`config.mk`:
```
export PLATFORM = sky130hd
export DESIGN_NAME = sensor_conditioner_flat
export DESIGN_NICKNAME = d
export VERILOG_FILES = /design/src/rtl/smart_home_pkg.sv /design/src/rtl/sensor_conditioner_if.sv /design/src/rtl/sensor_debounce.sv /design/src/rtl/sensor_conditioner.sv /design/src/flat_wrapper.sv
export SDC_FILE = /design/constraint.sdc
export NUM_CORES = 1
export LEC_CHECK = 0
export CORE_MARGIN = 3
export CORE_UTILIZATION = 40
export DETAILED_ROUTE_END_ITERATION = 8
export SLEW_MARGIN = 20
export SYNTH_ARGS = -nofsm -noshare
export SYNTH_HDL_FRONTEND = slang
export SYNTH_SLANG_ARGS = --single-unit
```
`constraint.sdc`:
```
create_clock -name clk -period 2.8 [get_ports clk]
set_input_delay 0.84 -clock clk [delete_from_list [all_inputs] [get_ports clk]]
set_output_delay 0.84 -clock clk [all_outputs]
set_load 0.01 [all_outputs]
```
`src/rtl/smart_home_pkg.sv`:
```
// Shared constants and the sensor channel index for the smart-home front end.
package smart_home_pkg;

    localparam int unsigned TEMP_W          = 7;
    localparam int unsigned NUM_SENSORS     = 4;
    localparam int unsigned DEB_CYCLES_DEF  = 16;
    localparam int unsigned TEMP_STABLE_DEF = 8;
    localparam logic [TEMP_W-1:0] RST_TEMP_DEF = 7'd25;

    typedef enum logic [1:0] {
        FD = 2'd0,
        RD = 2'd1,
        W  = 2'd2,
        FA = 2'd3
    } sensor_idx_e;

endpackage

```
`src/rtl/sensor_conditioner_if.sv`:
```
// Raw sensor inputs and conditioned outputs between the sensors and the controller.
interface sensor_conditioner_if;
    import smart_home_pkg::*;

    logic              raw_fd;
    logic              raw_rd;
    logic              raw_w;
    logic              raw_fa;
    logic [TEMP_W-1:0] raw_t;
    logic              SFD;
    logic              SRD;
    logic              SW;
    logic              SFA;
    logic [TEMP_W-1:0] ST;
    logic              st_valid;
    logic              st_upd;

    // master: sensor side driving raw values and consuming clean ones
    modport master (
        output raw_fd, raw_rd, raw_w, raw_fa, raw_t,
        input  SFD, SRD, SW, SFA, ST, st_valid, st_upd
    );

    // slave: the conditioner itself
    modport slave (
        input  raw_fd, raw_rd, raw_w, raw_fa, raw_t,
        output SFD, SRD, SW, SFA, ST, st_valid, st_upd
    );

endinterface

```
`src/rtl/sensor_debounce.sv`:
```
// One binary sensor channel: 2-flop synchroniser followed by a saturating-free debounce counter.
module sensor_debounce #(
    parameter int unsigned DEB_CYCLES = 16
) (
    input  logic clk,
    input  logic rst_n,
    input  logic i_raw,
    output logic o_clean
);

    localparam int unsigned CNT_W = $clog2(DEB_CYCLES);
    localparam logic [CNT_W-1:0] CNT_MAX = CNT_W'(DEB_CYCLES - 1);

    logic [1:0]       r_sync;
    logic [CNT_W-1:0] r_cnt;
    logic             r_out;
    logic [CNT_W-1:0] w_cnt_d;
    logic             w_out_d;
    logic             w_s;

    assign w_s = r_sync[1];

    always_comb begin
        w_cnt_d = r_cnt;
        w_out_d = r_out;
        if (w_s == r_out) begin
            w_cnt_d = '0;
        end else if (r_cnt == CNT_MAX) begin
            w_out_d = w_s;
            w_cnt_d = '0;
        end else begin
            w_cnt_d = r_cnt + 1'b1;
        end
    end

    always_ff @(posedge clk or negedge rst_n) begin
        if (!rst_n) begin
            r_sync <= '0;
            r_cnt  <= '0;
            r_out  <= 1'b0;
        end else begin
            r_sync <= {r_sync[0], i_raw};
            r_cnt  <= w_cnt_d;
            r_out  <= w_out_d;
        end
    end

    assign o_clean = r_out;

endmodule

```
`src/rtl/sensor_conditioner.sv`:
```
// Synchronises and debounces the binary sensors and stability-qualifies the temperature bus.
module sensor_conditioner
    import smart_home_pkg::*;
#(
    parameter int unsigned       DEB_CYCLES  = DEB_CYCLES_DEF,
    parameter int unsigned       TEMP_STABLE = TEMP_STABLE_DEF,
    parameter logic [TEMP_W-1:0] RST_TEMP    = RST_TEMP_DEF
) (
    input logic                 clk,
    input logic                 Rst,
    sensor_conditioner_if.slave bus
);

    localparam int unsigned TCNT_W = $clog2(TEMP_STABLE);
    localparam logic [TCNT_W-1:0] TCNT_CAP = TCNT_W'(TEMP_STABLE - 2);
    localparam logic [TCNT_W-1:0] TCNT_SAT = TCNT_W'(TEMP_STABLE - 1);

    logic [NUM_SENSORS-1:0] w_raw;
    logic [NUM_SENSORS-1:0] w_clean;

    assign w_raw[FD] = bus.raw_fd;
    assign w_raw[RD] = bus.raw_rd;
    assign w_raw[W]  = bus.raw_w;
    assign w_raw[FA] = bus.raw_fa;

    for (genvar g = 0; g < NUM_SENSORS; g++) begin : g_deb
        sensor_debounce #(
            .DEB_CYCLES(DEB_CYCLES)
        ) u_deb (
            .clk    (clk),
            .rst_n  (Rst),
            .i_raw  (w_raw[g]),
            .o_clean(w_clean[g])
        );
    end

    assign bus.SFD = w_clean[FD];
    assign bus.SRD = w_clean[RD];
    assign bus.SW  = w_clean[W];
    assign bus.SFA = w_clean[FA];

    logic [TEMP_W-1:0] r_tmeta;
    logic [TEMP_W-1:0] r_tsync;
    logic [TEMP_W-1:0] r_tp;
    logic [TCNT_W-1:0] r_tcnt;
    logic [TEMP_W-1:0] r_st;
    logic              r_st_valid;
    logic              r_st_upd;
    logic [TCNT_W-1:0] w_tcnt_d;
    logic [TEMP_W-1:0] w_st_d;
    logic              w_st_valid_d;
    logic              w_st_upd_d;

    // Counter parks at TCNT_SAT after a capture so a steady bus never re-captures.
    always_comb begin
        w_tcnt_d     = r_tcnt;
        w_st_d       = r_st;
        w_st_valid_d = r_st_valid;
        w_st_upd_d   = 1'b0;
        if (r_tsync != r_tp) begin
            w_tcnt_d = '0;
        end else if (r_tcnt == TCNT_CAP) begin
            w_st_d       = r_tsync;
            w_st_upd_d   = 1'b1;
            w_st_valid_d = 1'b1;
            w_tcnt_d     = TCNT_SAT;
        end else if (r_tcnt < TCNT_SAT) begin
            w_tcnt_d = r_tcnt + 1'b1;
        end
    end

    always_ff @(posedge clk or negedge Rst) begin
        if (!Rst) begin
            r_tmeta    <= '0;
            r_tsync    <= '0;
            r_tp       <= '0;
            r_tcnt     <= '0;
            r_st       <= RST_TEMP;
            r_st_valid <= 1'b0;
            r_st_upd   <= 1'b0;
        end else begin
            r_tmeta    <= bus.raw_t;
            r_tsync    <= r_tmeta;
            r_tp       <= r_tsync;
            r_tcnt     <= w_tcnt_d;
            r_st       <= w_st_d;
            r_st_valid <= w_st_valid_d;
            r_st_upd   <= w_st_upd_d;
        end
    end

    assign bus.ST       = r_st;
    assign bus.st_valid = r_st_valid;
    assign bus.st_upd   = r_st_upd;

endmodule

```
`src/flat_wrapper.sv`:
```
// flat-port wrapper written by rule: the top's interface ports become plain ports
module sensor_conditioner_flat import smart_home_pkg::*;
#(
    parameter int unsigned       DEB_CYCLES  = DEB_CYCLES_DEF,
    parameter int unsigned       TEMP_STABLE = TEMP_STABLE_DEF,
    parameter logic [TEMP_W-1:0] RST_TEMP    = RST_TEMP_DEF
)
  (clk, Rst, bus_raw_fd, bus_raw_rd, bus_raw_w, bus_raw_fa, bus_raw_t, bus_SFD, bus_SRD, bus_SW, bus_SFA, bus_ST, bus_st_valid, bus_st_upd);
  sensor_conditioner_if bus_i ();
  input logic clk;
  input logic Rst;
  input wire logic [$bits(bus_i.raw_fd)-1:0] bus_raw_fd;
  input wire logic [$bits(bus_i.raw_rd)-1:0] bus_raw_rd;
  input wire logic [$bits(bus_i.raw_w)-1:0] bus_raw_w;
  input wire logic [$bits(bus_i.raw_fa)-1:0] bus_raw_fa;
  input wire logic [$bits(bus_i.raw_t)-1:0] bus_raw_t;
  output wire logic [$bits(bus_i.SFD)-1:0] bus_SFD;
  output wire logic [$bits(bus_i.SRD)-1:0] bus_SRD;
  output wire logic [$bits(bus_i.SW)-1:0] bus_SW;
  output wire logic [$bits(bus_i.SFA)-1:0] bus_SFA;
  output wire logic [$bits(bus_i.ST)-1:0] bus_ST;
  output wire logic [$bits(bus_i.st_valid)-1:0] bus_st_valid;
  output wire logic [$bits(bus_i.st_upd)-1:0] bus_st_upd;
  assign bus_i.raw_fd = bus_raw_fd;
  assign bus_i.raw_rd = bus_raw_rd;
  assign bus_i.raw_w = bus_raw_w;
  assign bus_i.raw_fa = bus_raw_fa;
  assign bus_i.raw_t = bus_raw_t;
  assign bus_SFD = bus_i.SFD;
  assign bus_SRD = bus_i.SRD;
  assign bus_SW = bus_i.SW;
  assign bus_SFA = bus_i.SFA;
  assign bus_ST = bus_i.ST;
  assign bus_st_valid = bus_i.st_valid;
  assign bus_st_upd = bus_i.st_upd;
  sensor_conditioner #(.DEB_CYCLES(DEB_CYCLES), .TEMP_STABLE(TEMP_STABLE), .RST_TEMP(RST_TEMP)) u_core (.clk(clk), .Rst(Rst), .bus(bus_i));
endmodule
```
Word-level counts from Yosys, hierarchy flattened --
Index checks and enable logic that the tools add are counted.
Word-level totals: register bits after elaboration 61, bits of input ports 13, word-level logic and storage cells 59
Cells by class: add/subtract/negate cells 5, magnitude comparators 1, eq/ne operators 10, muxes and demuxes 13, bitwise gates (word level) 5, reductions and logical operators 6
Operator list (count):
- $mux W4 | 8
- $add A4 B1 Y4 const B | 4
- $eq A4 B4 Y1 const B | 4
- $reduce_and A2 Y1 | 5
- $mux W3 | 3
- $ne A7 B7 Y1 | 1
- $not A1 Y1 | 5
- $eq A1 B1 Y1 | 4
- $add A3 B1 Y3 const B | 1
- $eq A3 B3 Y1 const B | 1
- $lt A3 B3 Y1 const B | 1
- $reduce_bool A3 Y1 | 1
- $mux W1 | 2

Longest topological paths before layout --
Gate-level depths: netlist (run 1).
depth in word-level cells 4, gate-level depth with buffers 5

By module --
A second synthesis (run 1) with hierarchy kept.
Second synthesis, totals: cell total of the unflattened synthesis 137, area total of the unflattened synthesis 2179.6 µm²
Modules (own cells, without submodules):
- sensor_conditioner | instances 1, cells each 65, area an instance 1098.6 µm², sequential area each 829.5 µm²
- sensor_debounce | instances 4, cells each 18, area an instance 270.3 µm², sequential area each 175.2 µm²

Least setup slack after synthesis (run 1) --
OpenSTA, ideal clock, no wires.
kind register to register, start point reg u_core.r_tsync[6], end point reg u_core.r_st[1] (netlist: u_core.bus.ST[1]), setup time 125 ps, arrival 1410 ps, data required time 2675 ps, path slack 1266 ps, stages on the path, launching flop included 5, path through dfrtp_1 -> xor2_1 -> nor4_2 -> nand4_2 -> mux2_2
Between the ends: word-level cells in the longest chain between the ends 3
RTL lines:
- from (decl) | RTL line sensor_conditioner.sv:43 | logic [TEMP_W-1:0] r_tsync;
- from (signal assigned) | RTL line sensor_conditioner.sv:83 | r_tsync <= r_tmeta;
- $ne A7 B7 Y1 | RTL line sensor_conditioner.sv:60 | if (r_tsync != r_tp) begin
- $not A1 Y1 (no source line)
- $reduce_and A2 Y1 (no source line)
- to (signal assigned) | RTL line sensor_conditioner.sv:86 | r_st <= w_st_d;
- to (decl) | RTL line sensor_conditioner.sv:46 | logic [TEMP_W-1:0] r_st;
Every way passes these cells. A chain may end at the register's enable or synchronous reset.

Final worst setup path (run 1) --
start point reg u_core.r_st[4] (netlist: u_core.bus.ST[4]), end point out bus_ST[4]
RTL lines:
- to (decl) | RTL line flat_wrapper.sv:21 | output wire logic [$bits(bus_i.ST)-1:0] bus_ST;
No word-level cell between the ends.

==> results of run 1 <==
[routing by layer]
metal | vias to the layer above | part of all wire | routed length, um | track usage
met1 | 617 | 0.42 | 1400 | 0.143
met5 | - | 0 | 0 | 0
met4 | 0 | 0.030 | 100 | 0.0876
li1 | 566 | - | - | -
met3 | 9 | 0.046 | 155 | 0.0510
met2 | 28 | 0.51 | 1700 | 0.209
[flip-flops by register name (all words and copies together), names as in the netlist]
name and flops:
u_core.bus.st_valid 1, u_core.g_deb.u_deb.o_clean 4, u_core.r_tcnt 3, u_core.r_tmeta 7, u_core.bus.ST 7, u_core.bus.st_upd 1
u_core.r_tp 7, u_core.g_deb.u_deb.r_cnt 16, u_core.g_deb.u_deb.r_sync 8, u_core.r_tsync 7
[final cells by class]
type                            count  area share
Clock buffer                       13      0.0559
Clock inverter                      2     0.00376
Inverter                            6     0.00845
Multi-Input combinational cell     78       0.225
Sequential cell                    61       0.574
Tap cell                           70      0.0329
Timing Repair Buffer               26      0.0996
[power by group]
part	internal [mW]	leakage, nW	switching (mW)	total, mW
Sequential	0.918	0.764	0.0255	0.943
Combinational	0.0397	0.352	0.0399	0.0796
Clock	0.338	0.0833	0.302	0.640
[worst min path at each step]
stage,start,to
floorplan,u_core.g_deb[0].u_deb.r_sync[0],u_core.g_deb[0].u_deb.r_sync[1]
global placement,u_core.g_deb[0].u_deb.r_sync[0],u_core.g_deb[0].u_deb.r_sync[1]
CTS,u_core.r_tmeta[2],u_core.r_tsync[2]
detailed placement,u_core.r_tmeta[6],u_core.r_tsync[6]
finish,u_core.g_deb[0].u_deb.r_sync[0],u_core.g_deb[0].u_deb.r_sync[1]
global route,u_core.r_tmeta[0],u_core.r_tsync[0]
[Yosys cell counts, drive strengths merged]
master and count:
nor4 1, o21ai 5, nand2 3, or2b 1
nand4 1, dfstp 3, nor2 6, nand3 4
inv 6, xnor2 8, dfrtp 58, a21oi 10
nor3 2, a21o 1, nand4b 4, ha 6
nor2b 4, xor2 7, mux2 11, nor3b 4
[through the flow]
| stage | cell area, um2 | setup slack, ns | power (mW) |
|---|---|---|---|
| floorplan | 2150 | 1.27 | 0.990 |
| global placement | 2500 | 0.927 | 1.03 |
| detailed placement | 2500 | 0.922 | 1.04 |
| CTS | 2660 | 0.557 | 1.69 |
| global route | 2660 | 0.538 | 1.74 |
| finish | 2660 | 0.576 | 1.66 |
[cells by family (layout without fill, tap and decap cells)]
family,after synthesis,after routing
compound gates,16,16
xor+xnor,15,15
fa+ha+maj,6,6
buf+inv,6,47
flops,61,61
mux,11,11
simple gates,30,30
==> results.py, run 1 <==
metrics = {
    "outcome": {
        "status": "complete, no violations",
    },
    "synthesis": {
        "avgSynthCellArea_um2": 14.8,
        "synthMuxAreaShare": 0.0576,
        "synth.cell_area_um2": 2150,
        "yosysWarnings": 0,
        "synth.distinct_cells": 20,
        "synth_compound_area_frac": 0.0384,
        "synth_top_area_frac": 0.674,
        "synth-simple-area-share": 0.0866,
        "synth_cells": 145,
        "synth_top_family_by_area": "simple AND/OR/NAND/NOR gates",
        "synth_nets": 164,
        "synthXorXnorAreaFrac": 0.0610,
        "ys_ff_latch": 61,
        "synth.yosys.seq_area_share": 0.711,
        "yosysTopAreaCell": "dfrtp_1",
        "synthAdderAreaFrac": 0.0349,
        "synth_area_leaders": "dfrtp_1 (67%), mux2_2 (5.8%), dfstp_2 (3.7%)",
    },
    "min_path": {
        "hold_depth": 0,
        "min_path_type": "reg2reg",
    },
    "setup_path": {
        "worstSetupPathDepth": 1,
        "critical_path_class": "reg2out",
        "crit_family": "flip-flops",
        "endpoint": "bus_ST[4]",
        "cp_cell_sequence": "clkdlybuf4s50_1",
        "ff2ff_path_depth": 4,
        "crit_buf_inv": 1,
        "rr_startpoint": "u_core.r_tsync[3]",
        "cp.required_ns": 1.96,
        "r2r_end": "u_core.bus.ST[5]",
        "cp-end-kind": "output port",
        "worstPathArrival_ns": 1.38,
        "cp_max_fo": 2,
        "startpoint_type": "flip-flop",
        "startpoint": "u_core.bus.ST[4]",
        "slowest_delay_ns": 0.53,
        "crit_path_top_delay_cell": "dfstp_2",
        "rrSetupSlack_ns": 1.03,
    },
    "placed_design": {
        "dp.final_hpwl_mm": 2.34,
        "dp.cells": 241,
        "gp_congestion": 0.731,
        "port-buffer-count": 25,
    },
    "sta": {
        "finClkSkew_ns": 0.00584,
        "fin_setup_tns_ns": 0,
        "setup_viol": 0,
        "fin_crit_ns": 2.22,
        "finalMaxSlewViolations": 0,
        "whs_ns": 0.346,
        "rsz0062_at_grt": "false",
        "fin_crit_sh": 0.794,
        "max_freq_mhz": 450,
        "worst_pin_slew_ns": 0.663,
        "final-hold-violation-count": 0,
        "slew_headroom": 0.558,
    },
    "routing": {
        "first_iter_violations": 67,
        "wire_per_inst_um": 13.1,
        "drc_errors": 0,
        "route.vias.total": 1220,
        "vias_per_cell": 4.77,
        "drt_first_pass_iters": 4,
        "wl_mm": 3.35,
        "detail-route-antenna-nets": 0,
    },
    "floorplanning": {
        "die_y_um": 79.4,
        "ioPinCount": 26,
        "die_area_um2": 6300,
        "start_util": 0.419,
        "die_x_um": 79.4,
        "core-area_um2": 5140,
        "row_count": 26,
    },
    "clock_network": {
        "ctsLongestPathBuffers": 2,
        "cts_resized": 0,
        "cts_root_buffer": "clkbuf_8",
        "ctsHoldBuffers": 0,
        "cts_setup_buffers": 0,
        "htree_levels": 3,
        "cts_tree": "built",
        "clock-sinks": 61,
        "clk_latency_ns": 0.32,
        "numCtsBuffers": 9,
        "path_clk_slew_ns": 0.06,
    },
    "final_layout": {
        "fillers": 463,
        "areaGrowthSynthToFinish_pct": 23.8,
        "mostFrequentLayoutCells": "dfrtp_1 (58), clkdlybuf4s50_1 (24), mux2_2 (11)",
        "final_common_cell": "dfrtp_1",
        "stdcell_count": 256,
        "multi_input_area_um2": 599,
        "post-route-util": 0.518,
        "final_layout_size_suffix_gt1_frac": 0.161,
        "register_area_um2": 1530,
        "nNetsFinal": 201,
        "antenna_cells": 0,
    },
    "global_routing": {
        "grt_pass1_wl_mm": 6.02,
        "grt_use_total": 0.130,
        "gr-total-overflow": 0,
        "antenna_found_initial": 0,
        "grt_pass1_vias": 1365,
        "grt_max_degree": 33,
    },
    "pwr": {
        "total_leakage_power_nw": 1.20,
        "power_density_nw_per_um2": 624,
        "irDropWorstVdd_v": 0.000288,
    },
    "flow_run": {
        "cap_violations": 0,
    },
}
No activity file was read; power rests on OpenSTA's default activity.
==> inputs of run 2 (changes only) <==
==> constraint.sdc (replaced) <==
create_clock -name clk -period 1.85 [get_ports clk]
set_input_delay 0.555 -clock clk [delete_from_list [all_inputs] [get_ports clk]]
set_output_delay 0.555 -clock clk [all_outputs]
set_load 0.01 [all_outputs]
==> run 2 against run 1 <==
Against the previous run: non-clock buffer count grew 1; power grew 56%; setup slack lost 0.53 ns; sequential share of layout area shrank 1.1 points; sequential power grew 52%; final cell count grew 0.39%; critical path depth is the same; largest power group unchanged; highest routed layer unchanged.
==> results.py, run 2 (same netlist as run 1, synthesis figures left out) <==
metrics = {
    "setup_path": {
        "ff2ff_path_depth": 4,
        "crit_path_top_delay_cell": "clkdlybuf4s50_1",
        "rr_startpoint": "u_core.r_tsync[6]",
        "startpoint": "u_core.g_deb[0].u_deb.o_clean",
        "cp_max_fo": 3,
        "crit_buf_inv": 1,
        "cp-end-kind": "output port",
        "rrSetupSlack_ns": 0.20,
        "cp.required_ns": 1.29,
        "r2r_end": "u_core.bus.ST[5]",
        "endpoint": "bus_SFD",
        "crit_family": "buffers and inverters",
        "cp_cell_sequence": "clkdlybuf4s50_1",
        "critical_path_class": "reg2out",
        "slowest_delay_ns": 0.55,
        "worstSetupPathDepth": 1,
        "startpoint_type": "flip-flop",
        "worstPathArrival_ns": 1.24,
    },
    "sta": {
        "fin_crit_ns": 1.80,
        "rsz0062_at_grt": "false",
        "setup_viol": 0,
        "finClkSkew_ns": 0.00631,
        "final-hold-violation-count": 0,
        "fin_crit_sh": 0.972,
        "max_freq_mhz": 556,
        "slew_headroom": 0.718,
        "worst_pin_slew_ns": 0.420,
        "whs_ns": 0.170,
        "final.setup.worst_slack_ns": 0.0511,
        "fin_setup_tns_ns": 0,
        "finalMaxSlewViolations": 0,
    },
    "global_routing": {
        "gr-total-overflow": 0,
        "antenna_found_initial": 0,
        "grt_max_degree": 26,
        "grt_use_total": 0.127,
        "grt_pass1_vias": 1364,
        "grt_pass1_wl_mm": 5.92,
    },
    "pwr": {
        "power_density_nw_per_um2": 952,
        "irDropWorstVdd_v": 0.000704,
        "total_leakage_power_nw": 1.31,
    },
    "placed_design": {
        "dp.final_hpwl_mm": 2.51,
        "gp_congestion": 0.655,
        "port-buffer-count": 25,
        "dp_slack_ns": 0.132,
    },
    "routing": {
        "vias_per_cell": 4.77,
        "detail-route-antenna-nets": 0,
        "drt_first_pass_iters": 4,
        "route.vias.total": 1227,
        "wl_mm": 3.41,
        "first_iter_violations": 76,
        "wire_per_inst_um": 13.3,
        "drc_errors": 0,
    },
    "floorplanning": {
        "die_x_um": 79.4,
        "die_y_um": 79.4,
        "core-area_um2": 5140,
        "row_count": 26,
        "ioPinCount": 26,
        "start_util": 0.419,
        "die_area_um2": 6300,
    },
    "final_layout": {
        "post-route-util": 0.529,
        "mostFrequentLayoutCells": "dfrtp_1 (58), clkdlybuf4s50_1 (17), clkbuf_8 (12)",
        "antenna_cells": 0,
        "nNetsFinal": 202,
        "final_common_cell": "dfrtp_1",
        "areaGrowthSynthToFinish_pct": 26.3,
        "largest_reg_flops": 16,
        "final_layout_size_suffix_gt1_frac": 0.171,
        "largestRegisters": "u_core.g_deb.u_deb.r_cnt (16), u_core.g_deb.u_deb.r_sync (8)",
        "fillers": 452,
        "regMostFlops": "u_core.g_deb.u_deb.r_cnt",
    },
    "clock_network": {
        "cts_tree": "built",
        "numCtsBuffers": 9,
        "clk_latency_ns": 0.32,
        "htree_levels": 3,
        "clock-sinks": 61,
        "path_clk_slew_ns": 0.06,
        "ctsLongestPathBuffers": 2,
        "cts_root_buffer": "clkbuf_8",
    },
    "min_path": {
        "min_path_type": "in2async",
    },
    "outcome": {
        "status": "complete, no violations",
    },
    "flow_run": {
        "cap_violations": 0,
    },
}
==> run 2: timing repair <==
item                       in CTS  in global routing
setup endpoints to repair       3                  5
buffers inserted                0                  0
pin swaps                       0                  0
hold buffers                    0                  0
cloned                          0                  0
resized for setup               3                  5
==> run 2: how the worst min path moves through the flow <==
stage                                      endpoint
floorplan                          u_core.bus.ST[1]
global placement                  u_core.r_tsync[0]
detailed placement  u_core.g_deb[2].u_deb.r_sync[1]
CTS                  u_core.g_deb[1].u_deb.r_cnt[1]
global route         u_core.g_deb[1].u_deb.r_cnt[1]
finish               u_core.g_deb[1].u_deb.r_cnt[1]
==> run 2: area by class of cell <==
class | count | area (um2) | share of cell area
multi-input cells | 78 | 608 | 0.224
repair buffers | 27 | 292 | 0.107
clock buffers | 14 | 173 | 0.0635
flip-flops and latches | 61 | 1530 | 0.563
well taps | 70 | 87.6 | 0.0322
clock inverters | 1 | 5.00 | 0.00184
inverters | 6 | 22.5 | 0.00829
==> run 2: per-layer routing <==
metal,global-route usage,share of wire,vias up
met5,0,0,-
met2,0.205,0.51,26
li1,-,-,567
met1,0.142,0.42,626
met4,0.0567,0.021,0
met3,0.0624,0.056,8
==> run 2: per-stage QoR <==
| step | total power, mW | cells | instance area, um2 |
|---|---|---|---|
| after floorplan | 1.50 | 145 | 2150 |
| after global placement | 1.57 | 242 | 2520 |
| after detailed placement | 1.58 | 242 | 2520 |
| after CTS | 2.62 | 257 | 2700 |
| after global routing | 2.71 | 257 | 2720 |
| final | 2.59 | 257 | 2720 |
==> run 2: power breakdown <==
group          total (mW)  internal, mW  leakage [nW]  switching (mW)
logic               0.125        0.0643         0.458          0.0607
registers            1.43          1.39         0.764          0.0393
clock network        1.03         0.587        0.0926           0.446
total                2.59          2.04          1.31           0.546
